===== config.mk =====
export PLATFORM = sky130hd
export DESIGN_NAME = pulse_period_meter
export DESIGN_NICKNAME = d
export VERILOG_FILES = /design/src/rtl/pulse_period_meter.sv
export SDC_FILE = /design/constraint.sdc
export NUM_CORES = 1
export LEC_CHECK = 0
export BUFFER_PORTS_ARGS = -buffer_cell sky130_fd_sc_hd__buf_2
export CAP_MARGIN = 30
export CELL_PAD_IN_SITES_DETAIL_PLACEMENT = 1
export CELL_PAD_IN_SITES_GLOBAL_PLACEMENT = 1
export CORE_MARGIN = 10
export CORE_UTILIZATION = 50
export CTS_BUF_LIST = sky130_fd_sc_hd__clkbuf_8 sky130_fd_sc_hd__clkbuf_16
export DETAILED_ROUTE_END_ITERATION = 10
export PLACE_DENSITY = 0.92
export REMOVE_ABC_BUFFERS = 1
export SETUP_SLACK_MARGIN = 0.2
export SYNTH_ARGS = -nofsm -noshare
export SYNTH_HDL_FRONTEND = slang
export SYNTH_SLANG_ARGS = --single-unit

===== constraint.sdc =====
create_clock -name clk -period 2.8 [get_ports clk]
set_input_delay 0.14 -clock clk [delete_from_list [all_inputs] [get_ports clk]]
set_output_delay 0.14 -clock clk [all_outputs]
set_load 0.005 [all_outputs]

===== src/rtl/pulse_period_meter.sv =====
// Measures the rising-edge-to-rising-edge period of pulse_in in clk cycles,
// flags lock when consecutive periods sit within TOLERANCE of FREQ_CLK.
//
// state   | meaning
// IDLE    | no reference edge yet (after reset or timeout)
// MEASURE | counting cycles since the last rising edge
module pulse_period_meter #(
    parameter int FREQ_CLK   = 50000000,
    parameter int TOLERANCE  = 1000,
    parameter int LOCK_COUNT = 3,
    parameter int SYNC       = 1,
    localparam int MAX_CNT   = 2 * FREQ_CLK,
    localparam int W         = $clog2(MAX_CNT + 1)
) (
    input  logic         clk,
    input  logic         reset,
    input  logic         pulse_in,
    output logic [W-1:0] period,
    output logic         period_valid,
    output logic         locked,
    output logic         timeout
);

    localparam int WX = W + 1;
    localparam int LW = $clog2(LOCK_COUNT + 1);
    localparam logic [W-1:0]  CNT_MAX  = W'(MAX_CNT);
    localparam logic [WX-1:0] TOL_LO   = WX'(FREQ_CLK - TOLERANCE);
    localparam logic [WX-1:0] TOL_HI   = WX'(FREQ_CLK + TOLERANCE);
    localparam logic [LW-1:0] LOCK_MAX = LW'(LOCK_COUNT);

    typedef enum logic {
        IDLE,
        MEASURE
    } state_t;

    state_t        state_q, state_d;
    logic [W-1:0]  cnt_q, cnt_d;
    logic [W-1:0]  period_d;
    logic          period_valid_d, locked_d, timeout_d;
    logic [LW-1:0] lock_cnt_q, lock_cnt_d, lock_inc;
    logic          pin, pin_q, pin_rise, in_tol;

    generate
        if (SYNC != 0) begin : g_sync
            logic sync1, sync2;
            always_ff @(posedge clk or negedge reset) begin
                if (!reset) begin
                    sync1 <= 1'b0;
                    sync2 <= 1'b0;
                end else begin
                    sync1 <= pulse_in;
                    sync2 <= sync1;
                end
            end
            assign pin = sync2;
        end else begin : g_nosync
            assign pin = pulse_in;
        end
    endgenerate

    assign pin_rise = pin & ~pin_q;

    // Widened by one bit so FREQ_CLK+TOLERANCE can never wrap
    assign in_tol   = ({1'b0, cnt_q} >= TOL_LO) && ({1'b0, cnt_q} <= TOL_HI);
    assign lock_inc = (lock_cnt_q == LOCK_MAX) ? lock_cnt_q : lock_cnt_q + LW'(1);

    always_comb begin
        state_d        = state_q;
        cnt_d          = cnt_q;
        period_d       = period;
        period_valid_d = 1'b0;
        locked_d       = locked;
        timeout_d      = timeout;
        lock_cnt_d     = lock_cnt_q;
        case (state_q)
            IDLE: begin
                if (pin_rise) begin
                    cnt_d     = W'(1);
                    state_d   = MEASURE;
                    timeout_d = 1'b0;
                end
            end
            MEASURE: begin
                // An edge on the saturation cycle still counts as a valid period
                if (pin_rise) begin
                    period_d       = cnt_q;
                    period_valid_d = 1'b1;
                    cnt_d          = W'(1);
                    if (in_tol) begin
                        lock_cnt_d = lock_inc;
                        locked_d   = (lock_inc == LOCK_MAX);
                    end else begin
                        lock_cnt_d = '0;
                        locked_d   = 1'b0;
                    end
                end else if (cnt_q == CNT_MAX) begin
                    state_d    = IDLE;
                    timeout_d  = 1'b1;
                    locked_d   = 1'b0;
                    lock_cnt_d = '0;
                end else begin
                    cnt_d = cnt_q + W'(1);
                end
            end
            default: state_d = IDLE;
        endcase
    end

    always_ff @(posedge clk or negedge reset) begin
        if (!reset) begin
            state_q      <= IDLE;
            cnt_q        <= '0;
            pin_q        <= 1'b0;
            lock_cnt_q   <= '0;
            period       <= '0;
            period_valid <= 1'b0;
            locked       <= 1'b0;
            timeout      <= 1'b0;
        end else begin
            state_q      <= state_d;
            cnt_q        <= cnt_d;
            pin_q        <= pin;
            lock_cnt_q   <= lock_cnt_d;
            period       <= period_d;
            period_valid <= period_valid_d;
            locked       <= locked_d;
            timeout      <= timeout_d;
        end
    end

endmodule

# Word-level counts from Yosys, hierarchy flattened

Index checks and enable logic that the tools add are counted.

Bits in registers: 63
Bits in latches: 0
Memory bits (writable): 0
Memory bits (read-only): 0
Output and inout bits: 30
Memories kept: 0

Add/subtract/negate cells: 2
Multiply operators: 0
Div/mod/pow operators: 0
$lt $le $gt $ge: 2
Eq/ne operators: 7
Shifts and indexed selects: 0
Muxes and demuxes: 20
Bitwise logic cells: 3
Reductions and logical operators: 6

Operators with widths:

| operator                                                            | number |
|---|---|
| two-way mux 27 bit                                                  | 3 |
| case mux 27 bit (2 select lines)                                    | 1 |
| adder 27 x 1 -> 27 bit, second input constant                       | 1 |
| == test 27 bit, second input constant                               | 1 |
| greater-or-equal comparator 27 x 26 -> 1 bit, second input constant | 1 |
| less-or-equal comparator 27 x 26 -> 1 bit, second input constant    | 1 |
| two-way mux 1 bit                                                   | 10 |
| two-way mux 2 bit                                                   | 4 |
| AND reduction 2 bit                                                 | 3 |
| == test 2 bit, second input constant                                | 2 |
| inequality test 2 bit, second input constant                        | 2 |
| case mux 1 bit (2 select lines)                                     | 2 |
| inequality test 3 bit, second input constant                        | 1 |
| AND reduction 3 bit                                                 | 1 |
| adder 2 x 1 -> 2 bit, second input constant                         | 1 |
| inequality test 2 x 1 -> 1 bit, second input constant               | 1 |
| NOT 1 bit                                                           | 2 |
| nonzero test 2 bit                                                  | 1 |
| bitwise AND 1 bit                                                   | 1 |
| logical AND 1 bit                                                   | 1 |

# Logic depth before layout (Yosys ltp)

Gate-level depths: netlist of run 1.

Word-level depth: 5
Gate-level depth with buffers: 7
Gate-level depth less buffers: 6

# Worst setup path after synthesis of run 1

No wires, ideal clock.

Kind: register to register
Start point: register cnt_q[3]
End point: register cnt_q[18]
Data arrival time: 1,610 ps
Required time: 2,680 ps
Setup slack: 1,069 ps
Cell stages (with the launch flop): 8
Cell sequence: dfrtp_1 -> buf_6 -> and4_4 -> nand4_4 -> buf_6 -> nor4_4 -> a31oi_1 -> a41o_1

Longest elaborated chain between the ends: 4
Elaborated cells between the ends (all ways): 7
Those cells by class: add/sub (1); eq/ne (2); mux (3); reduce/logical (1)

Ends and longest elaborated chain:

| item                             | line | RTL |
|---|---|---|
| start: declaration               | 37   | `logic [W-1:0] cnt_q, cnt_d;` |
| start signal: assignment         | 121  | `cnt_q <= cnt_d;` |
| adder 27 x 1 -> 27 bit           | 102  | `cnt_d = cnt_q + W'(1);` |
| two-way mux 27 bit               | 96   | `end else if (cnt_q == CNT_MAX) begin` |
| two-way mux 27 bit               | 85   | `if (pin_rise) begin` |
| case mux 27 bit (2 select lines) | 75   | `case (state_q)` |

Several ways; a longest one is shown, not always the timed one. The select of a mux whose other input is x is not followed.
A chain may end at the register's enable or synchronous reset.

# Worst setup path after layout of run 1

Start point: register cnt_q[3]
End point: register cnt_q[26]

Same word-level chain as after synthesis.

==> impl_metrics.json, run 1 <==
{
  "drt-vias-per-instance": 5.906,
  "antenna_found_initial": 0,
  "rrSetupSlack_ns": 0.63,
  "hold_class": "primary input to async pin",
  "rows": 28,
  "pin_count": 33,
  "timing.final.hold_violations": 0,
  "final_common_cell": "dfrtp_1",
  "gr-total-overflow": 0,
  "insertion_delay_ns": 0.35,
  "period_share": 0.7750,
  "worstPathMaxFanout": 12,
  "hpwl_mm": 4.937,
  "post-cts-setup-buffer-count": 0,
  "min_period_ns": 2.170,
  "clkSlewWorstSetupHoldPaths_ns": 0.07,
  "crit_start": "cnt_q[3]",
  "grt_pass1_wl_mm": 12.76,
  "slew_headroom": 0.6596,
  "vias": 2274,
  "p_per_area_nw_per_um2": 621.2,
  "die_x_microns": 98.91,
  "crit_path_start_kind": "flop",
  "async_flop_share": 1.000,
  "path_class": "flop to flop",
  "avgRoutedWirePerCell_microns": 19.93,
  "grt_max_degree": 34,
  "drtIter0Drc": 104,
  "clock-sinks": 63,
  "netlist_instances": 275,
  "yosysWarnings": 0,
  "synth_area_leader_cell": "dfrtp_1",
  "layout-drive-gt1-share": 0.2871,
  "num_antenna_cells": 0,
  "synth_flop_cell": "dfrtp_1",
  "max-vdd-ir-drop_uv": 446.4,
  "cts-root-buf": "clkbuf_8",
  "rsz0062_at_grt": "false",
  "fp.dieH_microns": 98.91,
  "status": "finished, final reports clean",
  "synth_top_area_share": 0.5064,
  "portBuffers": 32,
  "dieArea_sq_um": 9782,
  "r2r-start": "cnt_q[3]",
  "stdcell_count": 385,
  "cts_tree": "yes",
  "final_cell_mix": "dfrtp_1 (63), buf_2 (32), mux2_2 (23)",
  "grt_pass1_vias": 2515,
  "gp_congestion": 0.8453,
  "clock_skew_ns": 0.008178,
  "cp.required_ns": 3.07,
  "clockBufferDepth": 2,
  "synth_edf_count": 0,
  "area_growth_pct": 12.82,
  "ys_seq_area_frac": 0.5064,
  "syn_area_sq_um": 3113,
  "whs_ns": 0.3418,
  "grt_usage": 0.1614,
  "critPathArrivalTime_ns": 2.44,
  "initial_core_util": 0.5196,
  "htreeDepth": 3,
  "max_freq_mhz": 460.8,
  "synth_cell_types": 54,
  "synth_seq_cells": 63,
  "syn_area_per_cell_sq_um": 11.32,
  "setup_viol": 0,
  "postRouteAntennaNets": 0,
  "slew_violations": 0,
  "crit_path_end_kind": "flop",
  "drv_cap": 0,
  "cts-buffers-inserted": 9,
  "core_sq_um": 5991,
  "power.leakage_nw": 1.746,
  "reg2regPathDepth": 5,
  "post-place-cells": 367,
  "wl_mm": 7.672,
  "tightest_slew_ns": 0.5106,
  "final_nets": 310,
  "synth_area_leaders": "dfrtp_1 (51%), mux2_2 (8.3%), xnor2_1 (3.1%)",
  "drcViolationCount": 0,
  "first_pass_iters": 4
}
==> final timing paths <==
| path | endpoint |
|---|---|
| max | cnt_q[26] |
| min | cnt_q[15] |
| max reg2reg | cnt_q[26] |
| min reg2reg | g_sync.sync2 |
| max in group asynchronous | cnt_q[22] |
| min in group clk | g_sync.sync2 |
==> what timing repair did <==
action | in CTS | in global routing
endpoints found under the hold margin | 64 | 0
hold buffers | 2 | 0
resized for setup | 0 | 0
==> worst max-delay path, stage by stage, from the launching register on <==
cell and delay [ns]:
dfrtp_1 0.55, and4_4 0.32, nand4_4 0.26, nor4_4 0.53
nand4_1 0.20, mux2i_1 0.22
==> where the power goes <==
group	switching (W)	internal, W
Sequential	0.0000579	0.000960
Clock	0.000356	0.000596
Combinational	0.000130	0.0000824
Total	0.000544	0.00164
==> layer usage <==
layer / part of all wire / track usage / routed length (microns)
met1: 0.41 / 0.1767 / 3180
met2: 0.52 / 0.2730 / 3957
met3: 0.046 / 0.05168 / 352
met4: 0.024 / 0.08379 / 181
met5: 0 / 0 / 0
==> metrics by stage <==
stage | setup WS (ns) | TNS (ns) | total power [W] | instance area, sq um | util
6_report | 0.6299 | 0 | 0.002182 | 3512 | 0.5863
5_1_grt | 0.4887 | 0 | 0.002264 | 3512 | 0.5863
4_1_cts | 0.6207 | 0 | 0.002205 | 3512 | 0.5863
3_5_place_dp | 0.7060 | 0 | 0.001239 | 3249 | 0.5424
3_3_place_gp | 0.7994 | 0 | 0.001224 | 3249 | 0.5424
2_1_floorplan | -0.07347 | -0.09742 | 0.001135 | 2950 | -
==> flip-flops by register name, indices dropped and copies added, names as in the netlist <==
signal and count:
cnt_q 27, g_sync.sync1 1, g_sync.sync2 1, lock_cnt_q 2
locked 1, period 27, period_valid 1, pin_q 1
state_q 1, timeout 1
==> cell type report <==
cell class / instances / area, sq um
sequential: 63 / 1577
tap: 75 / 93.84
fill: 650 / 2479
timing repair buffer: 40 / 225.2
inverter: 9 / 33.78
clock buffer: 13 / 178.9
multi-input combinational: 182 / 1340
clock inverter: 3 / 63.81
==> cell usage after synthesis (2+ instances only) <==
master,count
o22ai_1,2
a31oi_1,3
nor3_1,7
nand3b_1,2
nand2_1,20
o21ai_0,8
inv_1,9
a21oi_1,10
a21o_1,2
a41o_1,4
nand4_1,7
clkbuf_1,6
xnor2_1,11
buf_1,2
mux2i_1,3
nand3_1,7
nor4_2,4
dfrtp_1,63
buf_4,3
a31o_2,2
nor2_1,22
nor4_4,3
xor2_1,4
o211ai_1,3
nand2b_1,3
buf_6,6
and3_1,3
ha_1,2
or3_1,5
nor2b_1,3
mux2_2,23
==> logic make-up (layout without fill, tap and decap cells) <==
family          count (synthesis)  after routing  synth area share
fa+ha+maj                       2              2          0.008037
simple gates                   96             96            0.1929
compound gates                 43             43           0.09446
flops                          63             63            0.5064
mux                            26             26           0.09285
buf+inv                        30             65           0.06310
xor+xnor                       15             15           0.04220
Note: power is estimated with default switching activity, not from simulation.
==> run 2: changes to the inputs <==
--- a/config.mk
+++ b/config.mk
@@ -5,15 +5,16 @@
 export SDC_FILE = /design/constraint.sdc
 export NUM_CORES = 1
 export LEC_CHECK = 0
+export ABC_AREA = 1
 export BUFFER_PORTS_ARGS = -buffer_cell sky130_fd_sc_hd__buf_2
 export CAP_MARGIN = 30
 export CELL_PAD_IN_SITES_DETAIL_PLACEMENT = 1
 export CELL_PAD_IN_SITES_GLOBAL_PLACEMENT = 1
 export CORE_MARGIN = 10
-export CORE_UTILIZATION = 50
+export CORE_UTILIZATION = 43
 export CTS_BUF_LIST = sky130_fd_sc_hd__clkbuf_8 sky130_fd_sc_hd__clkbuf_16
 export DETAILED_ROUTE_END_ITERATION = 10
-export PLACE_DENSITY = 0.92
+export PLACE_DENSITY = 0.87
 export REMOVE_ABC_BUFFERS = 1
 export SETUP_SLACK_MARGIN = 0.2
 export SYNTH_ARGS = -nofsm -noshare
==> constraint.sdc (replaced) <==
create_clock -name clk -period 2.2 [get_ports clk]
set_input_delay 0.11 -clock clk [delete_from_list [all_inputs] [get_ports clk]]
set_output_delay 0.11 -clock clk [all_outputs]
set_load 0.005 [all_outputs]
==> run 2 against run 1 <==
Compared with the run above: setup slack got worse by 0.27 ns; non-clock buffer count rose by 1; fmax increased by 18%; combinational power increased by 46%; synthesized cell count grew 67%; largest cell class unchanged.
==> impl_metrics.json, run 2 <==
{
  "status": "finished, final reports clean",
  "path_common_cell": "nand2_4",
  "crit_path_start_kind": "flop",
  "synth.most_common_cell": "nand2_1",
  "crit_start": "cnt_q[21]",
  "grt_pass1_wl_mm": 17.35,
  "synth_cell_types": 27,
  "core_sq_um": 7687,
  "rows": 32,
  "area_growth_pct": 15.71,
  "worstPathMaxFanout": 16,
  "htreeDepth": 3,
  "async_flop_share": 1.000,
  "fin_util": 0.5083,
  "hpwl_mm": 7.702,
  "grt_pass1_vias": 3397,
  "cp.required_ns": 2.42,
  "slew_headroom": 0.4730,
  "slowest_stage": "dfrtp_1",
  "layout-drive-gt1-share": 0.1372,
  "ys_seq_area_frac": 0.4668,
  "top_regs": "cnt_q x27, period x27, lock_cnt_q x2",
  "drt-vias-per-instance": 5.302,
  "rsz0062_at_grt": "true",
  "synth_top_area_share": 0.4668,
  "synth_common_cells": "nand2_1 (147), dfrtp_1 (63), nor2_1 (57)",
  "clkSlewWorstSetupHoldPaths_ns": 0.07,
  "tightest_slew_ns": 0.7894,
  "critPathArrivalTime_ns": 2.07,
  "p_per_area_nw_per_um2": 691.6,
  "setup_tns_ns": 0,
  "drcViolationCount": 0,
  "vias": 3208,
  "final_common_cell": "nand2_1",
  "portBuffers": 32,
  "synth_edf_count": 0,
  "crit_path_max_incr_delay_ns": 0.47,
  "synth_area_leader_cell": "dfrtp_1",
  "synth_flop_cell": "dfrtp_1",
  "insertion_delay_ns": 0.35,
  "drtIter0Drc": 168,
  "power.leakage_nw": 1.885,
  "worstPathCellList": "nand2_1, nor2_2, nand2_1, nor2_4, nand2_4, nand2_4, nand2_4, inv_8, o21ai_0",
  "max-vdd-ir-drop_uv": 371.6,
  "min_period_ns": 1.843,
  "cts-buffers-inserted": 9,
  "grt_use_met1": 0.2352,
  "grt_usage": 0.1887,
  "postRouteAntennaNets": 0,
  "clockBufferDepth": 2,
  "use_met2": 0.3030,
  "slew_violations": 0,
  "r2r-start": "cnt_q[21]",
  "syn_area_per_cell_sq_um": 7.341,
  "gr-total-overflow": 0,
  "num_antenna_cells": 0,
  "grt-busiest-layer": "met2",
  "synth_seq_cells": 63,
  "met3_usage": 0.03599,
  "cts_tree": "yes",
  "clock_skew_ns": 0.008273,
  "max_freq_mhz": 542.5,
  "synth_area_leaders": "dfrtp_1 (47%), nand2_1 (16%), nor2_1 (6.3%)",
  "antenna_found_initial": 0,
  "die_x_microns": 108.6,
  "path_class": "flop to flop",
  "hold_class": "primary input to async pin",
  "syn_area_sq_um": 3377,
  "setup_viol": 0,
  "timing.final.hold_violations": 0,
  "dieArea_sq_um": 11800,
  "yosysWarnings": 0,
  "pin_count": 33,
  "period_share": 0.8378,
  "netlist_instances": 460,
  "grt_max_degree": 56,
  "cts-root-buf": "clkbuf_8",
  "final_nets": 504,
  "initial_core_util": 0.4393,
  "first_pass_iters": 4,
  "wl_mm": 10.46,
  "post-cts-setup-buffer-count": 0,
  "drv_cap": 0,
  "final_cell_mix": "nand2_1 (147), dfrtp_1 (63), nor2_1 (56)",
  "avgRoutedWirePerCell_microns": 17.28,
  "crit_path_end_kind": "flop",
  "fp.dieH_microns": 108.6,
  "gp_congestion": 0.8928,
  "clock-sinks": 63
}
[run 2: cell count changes after synthesis, moves of 6 or more]
| cell | change |
|---|---|
| nand2_1 | +127 |
| nor2_1 | +35 |
| inv_1 | +34 |
| o21ai_0 | +34 |
| mux2_2 | -23 |
| nand3_1 | +23 |
| nand4_1 | +11 |
| xnor2_1 | -11 |
| a21oi_1 | -9 |
| o21ai_1 | +6 |
[run 2: final timing paths]
kind | depth (start not counted) | slack [ns] | endpoint
worst min-delay path | 2 | 0.36 | period[5]
worst max register to register | 9 | 0.36 | cnt_q[13]
min in group clk | 0 | 0.36 | g_sync.sync2
max in group asynchronous | 3 | 1.21 | cnt_q[7]
worst max-delay path | 9 | 0.36 | cnt_q[13]
worst min register to register | 0 | 0.36 | g_sync.sync2
[run 2: final cells by class]
cell class	count	area [sq um]
fillers	987	3780
flip-flops and latches	63	1577
multi-input cells	338	1567
repair buffers	41	245.2
inverters	46	180.2
clock buffers	10	137.6
well taps	102	127.6
clock inverters	5	73.82
[run 2: logic make-up (layout without fill, tap and decap cells)]
family | Yosys count | after routing | synth area share
and+or+nand+nor | 272 | 272 | 0.3453
DFF | 63 | 63 | 0.4668
adders and majority gates | 2 | 2 | 0.007409
AOI/OAI and AO/OA | 55 | 55 | 0.08485
xor gates and xnor gates | 9 | 9 | 0.02334
buffers and inverters | 59 | 102 | 0.07225
[run 2: repair_timing]
action,CTS,global route
hold buffers,2,0
endpoints found under the setup margin,0,16
hold endpoints to repair,31,0
gates resized for setup,0,5
[run 2: metal layers]
metal  vias to the layer above  share of wire  wire length (microns)
met1                      1567           0.45                   4702
li1                       1551              -                      -
met2                        67           0.47                   4954
met3                        23          0.046                    482
met4                         0          0.030                    318
met5                         -              0                      0
[run 2: worst max-delay path, delay by kind of cell, from the launching register on]
family                 cells  cell delay, ns
and+or+nand+nor            7            0.99
AOI/OAI and AO/OA          1            0.11
DFF                        1            0.47
buffers and inverters      1            0.15
[run 2: per-stage QoR]
step / power, W / hold slack [ns] / cells / area [sq um] / setup slack [ns]
after floorplan: 0.001474 / -0.1856 / 447 / 3308 / 0.5681
after global placement: 0.001590 / 0.2117 / 588 / 3661 / 0.3778
after CTS: 0.002725 / 0.3629 / 605 / 3892 / 0.2642
final: 0.002702 / 0.3576 / 605 / 3908 / 0.3568
after global routing: 0.002829 / 0.3760 / 605 / 3908 / 0.1781
after detailed placement: 0.001610 / 0.2239 / 588 / 3661 / 0.3046
[run 2: power by group]
part / leakage, nW / switching [W] / total, W / internal [W]
clock: 0.113 / 0.000454 / 0.00111 / 0.000654
combinational: 0.914 / 0.000206 / 0.000310 / 0.000104
sequential: 0.857 / 0.0000581 / 0.00128 / 0.00123
total: 1.88 / 0.000718 / 0.00270 / 0.00198
